===== config.mk =====
export PLATFORM = sky130hd
export DESIGN_NAME = register_file
export DESIGN_NICKNAME = d
export VERILOG_FILES = /design/src/rtl/register_file_pkg.sv /design/src/rtl/register_file.sv
export SDC_FILE = /design/constraint.sdc
export NUM_CORES = 2
export LEC_CHECK = 0
export CORE_ASPECT_RATIO = 1.4
export CORE_MARGIN = 10
export CORE_UTILIZATION = 57
export CTS_CLUSTER_DIAMETER = 30
export DETAILED_ROUTE_END_ITERATION = 10
export GPL_TIMING_DRIVEN = 0
export PLACE_DENSITY = 0.77
export RECOVER_POWER = 100
export SLEW_MARGIN = 30
export SYNTH_ARGS = -nofsm -noshare
export SYNTH_HDL_FRONTEND = slang
export SYNTH_SLANG_ARGS = --single-unit

===== constraint.sdc =====
create_clock -name clk -period 2.8 [get_ports clk]
set_input_delay 0.56 -clock clk [delete_from_list [all_inputs] [get_ports clk]]
set_output_delay 0.56 -clock clk [all_outputs]
set_load 0.005 [all_outputs]

===== src/rtl/register_file_pkg.sv =====
`default_nettype none
// ============================================================================
// register_file_pkg : shared processor constants for the register file,
//                     destination mux and datapath.  Rev 1.0
// ============================================================================
package register_file_pkg;

  localparam int DATA_W    = 32;
  localparam int ADDR_W    = 5;
  localparam int REG_COUNT = 1 << ADDR_W;

  localparam logic [4:0] ZERO_REG = 5'd0;

endpackage : register_file_pkg
`default_nettype wire


===== src/rtl/register_file.sv =====
`default_nettype none
// ============================================================================
// register_file : 2-read / 1-write GPR file, r0 hard-wired to zero,
//                 write-before-read bypass on both read ports.  Rev 1.0
// ============================================================================
module register_file #(
  parameter int DATA_W = register_file_pkg::DATA_W,
  parameter int ADDR_W = register_file_pkg::ADDR_W
) (
  input  logic              clk,
  input  logic              rst_n,
  input  logic [ADDR_W-1:0] rs_addr,
  input  logic [ADDR_W-1:0] rt_addr,
  input  logic [ADDR_W-1:0] wr_addr,
  input  logic [DATA_W-1:0] wr_data,
  input  logic              reg_write,
  output logic [DATA_W-1:0] rs_data,
  output logic [DATA_W-1:0] rt_data
);

  import register_file_pkg::*;

  localparam int              NUM_REGS  = 1 << ADDR_W;
  localparam logic [ADDR_W-1:0] ZERO_ADDR = ADDR_W'(ZERO_REG);

  logic [DATA_W-1:0] regs [NUM_REGS];

  logic wr_valid;
  logic rs_hit;
  logic rt_hit;

  // A write is only live outside reset and never to r0.
  assign wr_valid = reg_write && rst_n && (wr_addr != ZERO_ADDR);

  always_ff @(posedge clk or negedge rst_n) begin
    if (!rst_n) begin
      for (int i = 0; i < NUM_REGS; i++) begin
        regs[i] <= '0;
      end
    end else if (wr_valid) begin
      regs[wr_addr] <= wr_data;
    end
  end

  // Each read port owns its own bypass comparator so neither port's
  // timing depends on the other's address.
  assign rs_hit = wr_valid && (wr_addr == rs_addr);
  assign rt_hit = wr_valid && (wr_addr == rt_addr);

  always_comb begin
    rs_data = '0;
    if (!rst_n || rs_addr == ZERO_ADDR) begin
      rs_data = '0;
    end else if (rs_hit) begin
      rs_data = wr_data;
    end else begin
      rs_data = regs[rs_addr];
    end
  end

  always_comb begin
    rt_data = '0;
    if (!rst_n || rt_addr == ZERO_ADDR) begin
      rt_data = '0;
    end else if (rt_hit) begin
      rt_data = wr_data;
    end else begin
      rt_data = regs[rt_addr];
    end
  end

endmodule : register_file
`default_nettype wire


==> Word level (Yosys, flattened, before mapping) <==
Cells that the tools add are included.
{ "op_classes": {"div": 0, "eq_ne": 2, "mul": 0, "bitwise": 3, "shift": 0, "n_lt_le_gt_ge": 4, "n_reduce_logical": 11, "muxes": 13, "add_sub_neg": 0} }
{ "op_table": {"columns": ["operator", "n"], "rows": [
  ["$bwmux W1024", 1],
  ["$bmux W32 S5", 2],
  ["$mux W32", 9],
  ["$demux W32 S5", 1],
  ["$ge A6 B6 Y1 const B", 3],
  ["$not A5 Y6", 3],
  ["$eq A5 B5 Y1", 2],
  ["$logic_not A5 Y1", 2],
  ["$lt A6 B1 Y1 const B", 1],
  ["$logic_and A1 B1 Y1", 5],
  ["$reduce_bool A5 Y1", 1],
  ["$logic_or A1 B1 Y1", 2],
  ["$logic_not A1 Y1", 1]
]} }
{ "word_totals": {"n_memories": 0, "out_inout_bits": 64, "latch_bits": 0, "register_bits": 1024, "mem_bits_rw": 0, "mem_bits_ro": 0, "input_bits": 50} }

==> Longest topological paths before layout <==
{ "logic_depth": {"ltp_word": 6, "depth_mapped": 9, "depth_no_buf": 5} }

==> Worst setup path before layout <==
No wires, ideal clock.
{ "synth_path": {"path_kind": "in2out", "from": "input port rt_addr[1]", "to": "output port rt_data[13]", "t_required_ns": 2.240, "stages": 8, "setup_slack_ns": -0.047, "t_arrival_ns": 2.287, "path_cell_list": "buf_2 buf_4 buf_2 clkbuf_1 mux4_2 a22oi_1 a21oi_1 a211o_1"} }
{ "synth_between": {"elab_chain_len": 6} }
{ "synth_lines": {"columns": ["element", "line_no", "source"], "rows": [
  ["from (decl)", "register_file.sv:13", "input logic [ADDR_W-1:0] rt_addr,"],
  ["$not A5 Y6 (not written as such)", "register_file.sv:68", "rt_data = regs[rt_addr];"],
  ["$bmux W32 S5", "register_file.sv:68", null],
  ["$mux W32 (not written as such) (2 in a row)", "register_file.sv:68", null],
  ["$mux W32", "register_file.sv:65", "end else if (rt_hit) begin"],
  ["$mux W32 (*)", "register_file.sv:63", "if (!rst_n || rt_addr == ZERO_ADDR) begin"],
  ["to (decl)", "register_file.sv:18", "output logic [DATA_W-1:0] rt_data"]
]} }
Every way passes the cells marked *; elsewhere a longest branch is shown, timed or not. The select of a mux whose other input is x is not followed.

==> Final worst setup path <==
{ "layout_path": {"from": "input port rst_n", "to": "output port rt_data[17]"} }
{ "layout_between": {"elab_chain_len": 5} }
{ "layout_lines": {"columns": ["element", "line_no", "source"], "rows": [
  ["from (decl)", "register_file.sv:11", "input logic rst_n,"],
  ["$logic_and A1 B1 Y1 (2 in a row)", "register_file.sv:33", "assign wr_valid = reg_write && rst_n && (wr_addr != ZERO_ADDR);"],
  ["$logic_and A1 B1 Y1", "register_file.sv:48", "assign rt_hit = wr_valid && (wr_addr == rt_addr);"],
  ["$mux W32", "register_file.sv:65", null],
  ["$mux W32 (*)", "register_file.sv:63", null]
]} }
Every way passes the cells marked *; elsewhere a longest branch is shown, timed or not.

==> summary.txt <==
Pwr
  – LEAKAGE: around 30 nW
  – Pwr dens: roughly 720 nW/um2
  – Peak supply drop: roughly 0.00065 V
  – Tot Pwr: between 40 and 50 mW

Detailed routing
  – Drt wl/cell: approximately 39 um
  – Routed vias: between 40,000 and 50,000
  – Post-route ant nets: 0
  – Drt drc: 0
  – Detailed Routing Iterations Pass 1: 8
  – Final wirelength: about 220,000 um
  – Vias per inst: between 7 and 8
  – Drt initial violations: about 6,300

Yosys
  – Syn avg cell area: about 14 um2
  – Yosys warning total: 0
  – Part of the Yosys area used for sequential elements: between 40% and 50%
  – Synth Register Bits: 1,024
  – Syn nets: between 3,000 and 4,000
  – Post-Synthesis Cell Area: 55,500 um2
  – Distinct cell type count after synthesis: 38
  – Post-synthesis cell count: 3,829

Layout
  – Most frequent cells in the layout: dfrtp_1 (1,023), mux2_2 (978), mux4_2 (384), mux2i_1 (311), clkbuf_16 (180)
  – Layout fillers: roughly 6,000
  – Multi-input logic area: a little over 30,000 um2
  – Commonest non-fill, non-tap cell in the layout: dfrtp_1
  – Biggest register: regs
  – Nets: between 4,000 and 5,000
  – Largest registers: regs: 1024 flops
  – Area Growth Syn to Fin: 24.5%
  – Largest register FFs: 1,024
  – Storage element area: around 26,000 um2
  – Share of cells above drive strength 1: between 50% and 60%
  – Post-layout util: 71.5%

Floorplan
  – Num ports: 114
  – Die Span Y: between 300 and 400 um
  – Area of the core: about 97,000 um2
  – Row cnt: around 140
  – Starting Density: 57.4%
  – DIE WIDTH: around 280 um
  – DIE AREA: between 100,000 and 150,000 um2

Timing
  – Final setup violating endpoints: 66
  – Max Clock Freq: about 280 MHz
  – Relative slew slack: -36.5%
  – Post-Route Setup TNS: -36.10 ns
  – Post-layout minimum cycle time: 3.55 ns
  – Worst Skew: 0 ns
  – Fin crit share: 127%
  – Final Hold Fails: 0
  – Slew Limit Fails: around 440
  – Worst setup margin: -0.747 ns
  – Slew at the pin closest to its max-slew limit: about 2 ns
  – RSZ-0062 raised after global routing: true

Min path
  – Worst Hold Class: in2async

Global route
  – GRT Resource Usage Total: 39.1%
  – GR peak layer: met2
  – First-pass GRT wire length: about 310,000 um
  – Grt ovf: 0
  – Met2 usage in global routing: just under 60%
  – Vias in the first global route: approximately 44,000
  – Initial antenna violation count: 20
  – Largest net degree at the start of global routing: roughly 130
  – GRT met3 Usage: around 16%
  – Met1 Use GR: about 43%

Placed design
  – Dpl hpwl: between 100,000 and 150,000 um
  – Gpl congestion: between 0.9 and 1
  – Buffers on Ports: about 110

Critical path
  – Reg2Reg Setup Slack: 1.88 ns
  – Worst path arrival time: 2.99 ns
  – Worst Path Required: about 2.2 ns
  – Worst Path Class, Setup: in2out
  – Reg2reg path depth: 2
  – R2r endpoint: regs[955]
  – Nature of the critical path endpoint: primary output
  – CP Launch Point: rst_n
  – Worst setup path endpoint: rt_data[17]
  – FF-to-FF Start: regs[955]
  – Critical path peak fanout: 9
  – Worst setup SP type: primary input

Clock network
  – Clock transition at path regs: 0.05 ns
  – Clock Sinks: 1,024
  – Root buffer selected by CTS: clkbuf_16
  – Clk Latency, worst-skew pair: 0.81 ns
  – TritonCTS Buffers: around 180
  – H-tree Lvls: 4
  – Maximum clock insertion buffer count: 3
  – CTS tree: yes

Job
  – Max-Cap Viols: 6

Outcome
  – Failing checks: max-capacitance violations, max-slew violations, negative setup slack
  – Status: finished with violations
==> logic make-up after synthesis <==
logic type	synth area share, %
simple gates	1.38
xor+xnor	0.158
compound gates	7.10
mux	41.5
flops	46.2
buf+inv	3.65
==> Yosys cell counts <==
cell | number | area (um2)
o21bai_1 | 65 | 488
mux2_2 | 978 | 11000
o311ai_1 | 1 | 8.76
o31ai_1 | 2 | 15.0
mux2_1 | 14 | 158
nand2_1 | 16 | 60.1
nor3_2 | 1 | 10.0
inv_1 | 2 | 7.51
clkbuf_1 | 227 | 852
mux4_2 | 384 | 8650
a221o_1 | 32 | 320
buf_1 | 30 | 113
o311ai_2 | 1 | 16.3
nor4_2 | 3 | 37.5
a21oi_1 | 96 | 480
nor3b_1 | 1 | 7.51
nand2b_1 | 4 | 25.0
buf_6 | 6 | 67.6
nor4_1 | 2 | 12.5
and3_1 | 1 | 6.26
a211oi_1 | 96 | 721
or3_1 | 2 | 12.5
or2_1 | 1 | 6.26
a22oi_1 | 64 | 480
or4_1 | 1 | 7.51
nor3_1 | 6 | 30.0
nand3_1 | 5 | 25.0
xnor2_1 | 10 | 87.6
buf_2 | 150 | 751
nor2_1 | 20 | 75.1
nor2_2 | 2 | 12.5
dfrtp_1 | 1024 | 25600
o21ai_2 | 1 | 8.76
a211o_1 | 32 | 280
buf_4 | 31 | 233
nor2b_1 | 70 | 438
mux2i_1 | 320 | 3200
a221oi_1 | 128 | 1120
==> routing by layer <==
layer	vias up	wire length (um)	share of wire, %
li1	15600	-	-
met1	22000	70200	32
met2	3722	98300	45
met3	1349	27700	13
met4	6	23600	11
met5	-	34	0.015
==> metrics by stage <==
stage	worst slack (ns)	hold WS [ns]	cells	instance area, um2
5_1_grt	-0.725	0.466	5650	69000
2_1_floorplan	-0.0272	0.264	3829	55500
4_1_cts	-0.573	0.0571	5619	68400
6_report	-0.747	0.428	5661	69000
3_3_place_gp	-47.33	0.452	5236	58200
3_5_place_dp	-2.72	0.464	5244	58400
==> worst max-delay path: stages <==
cell and delay (ns):
clkbuf_1 0.16, buf_12 0.16, buf_16 0.15, buf_16 0.17, nor3b_4 0.25, o31ai_4 0.12, buf_12 0.16, buf_12 0.14
a211oi_4 0.70, a211o_1 0.25, buf_2 0.14
==> power breakdown <==
part | switching (mW) | internal [mW]
clock | 7.96 | 15.0
combinational | 4.37 | 4.31
sequential | 1.56 | 16.7
==> worst min path at each step <==
stage / to / slack, ns / cells past startpoint
finish: regs[60] / 0.43 / 4
global route: regs[320] / 0.47 / 4
CTS: regs[1] / 0.06 / 4
detailed placement: regs[994] / 0.46 / 1
global placement: regs[998] / 0.45 / 1
floorplan: regs[0] / 0.26 / 0
==> layout make-up <==
cell class,count,area share (%)
clock buffers,216,6.96
diodes,12,0.0435
plain buffers,444,4.70
flip-flops and latches,1024,37.1
multi-input cells,2360,44.1
inverters,2,0.0109
clock inverters,105,2.09
repair buffers,197,2.57
well taps,1301,2.36
==> what timing repair did <==
item                                   4_1_cts  5_1_grt
hold buffers                                21        0
pin swaps                                  169       80
resized for setup                         1016      199
setup endpoints to repair                 1018       64
buffers inserted                            23       30
endpoints found under the hold margin      177        0
gates cloned                                10        0
Note: power is estimated with default switching activity, not from simulation.
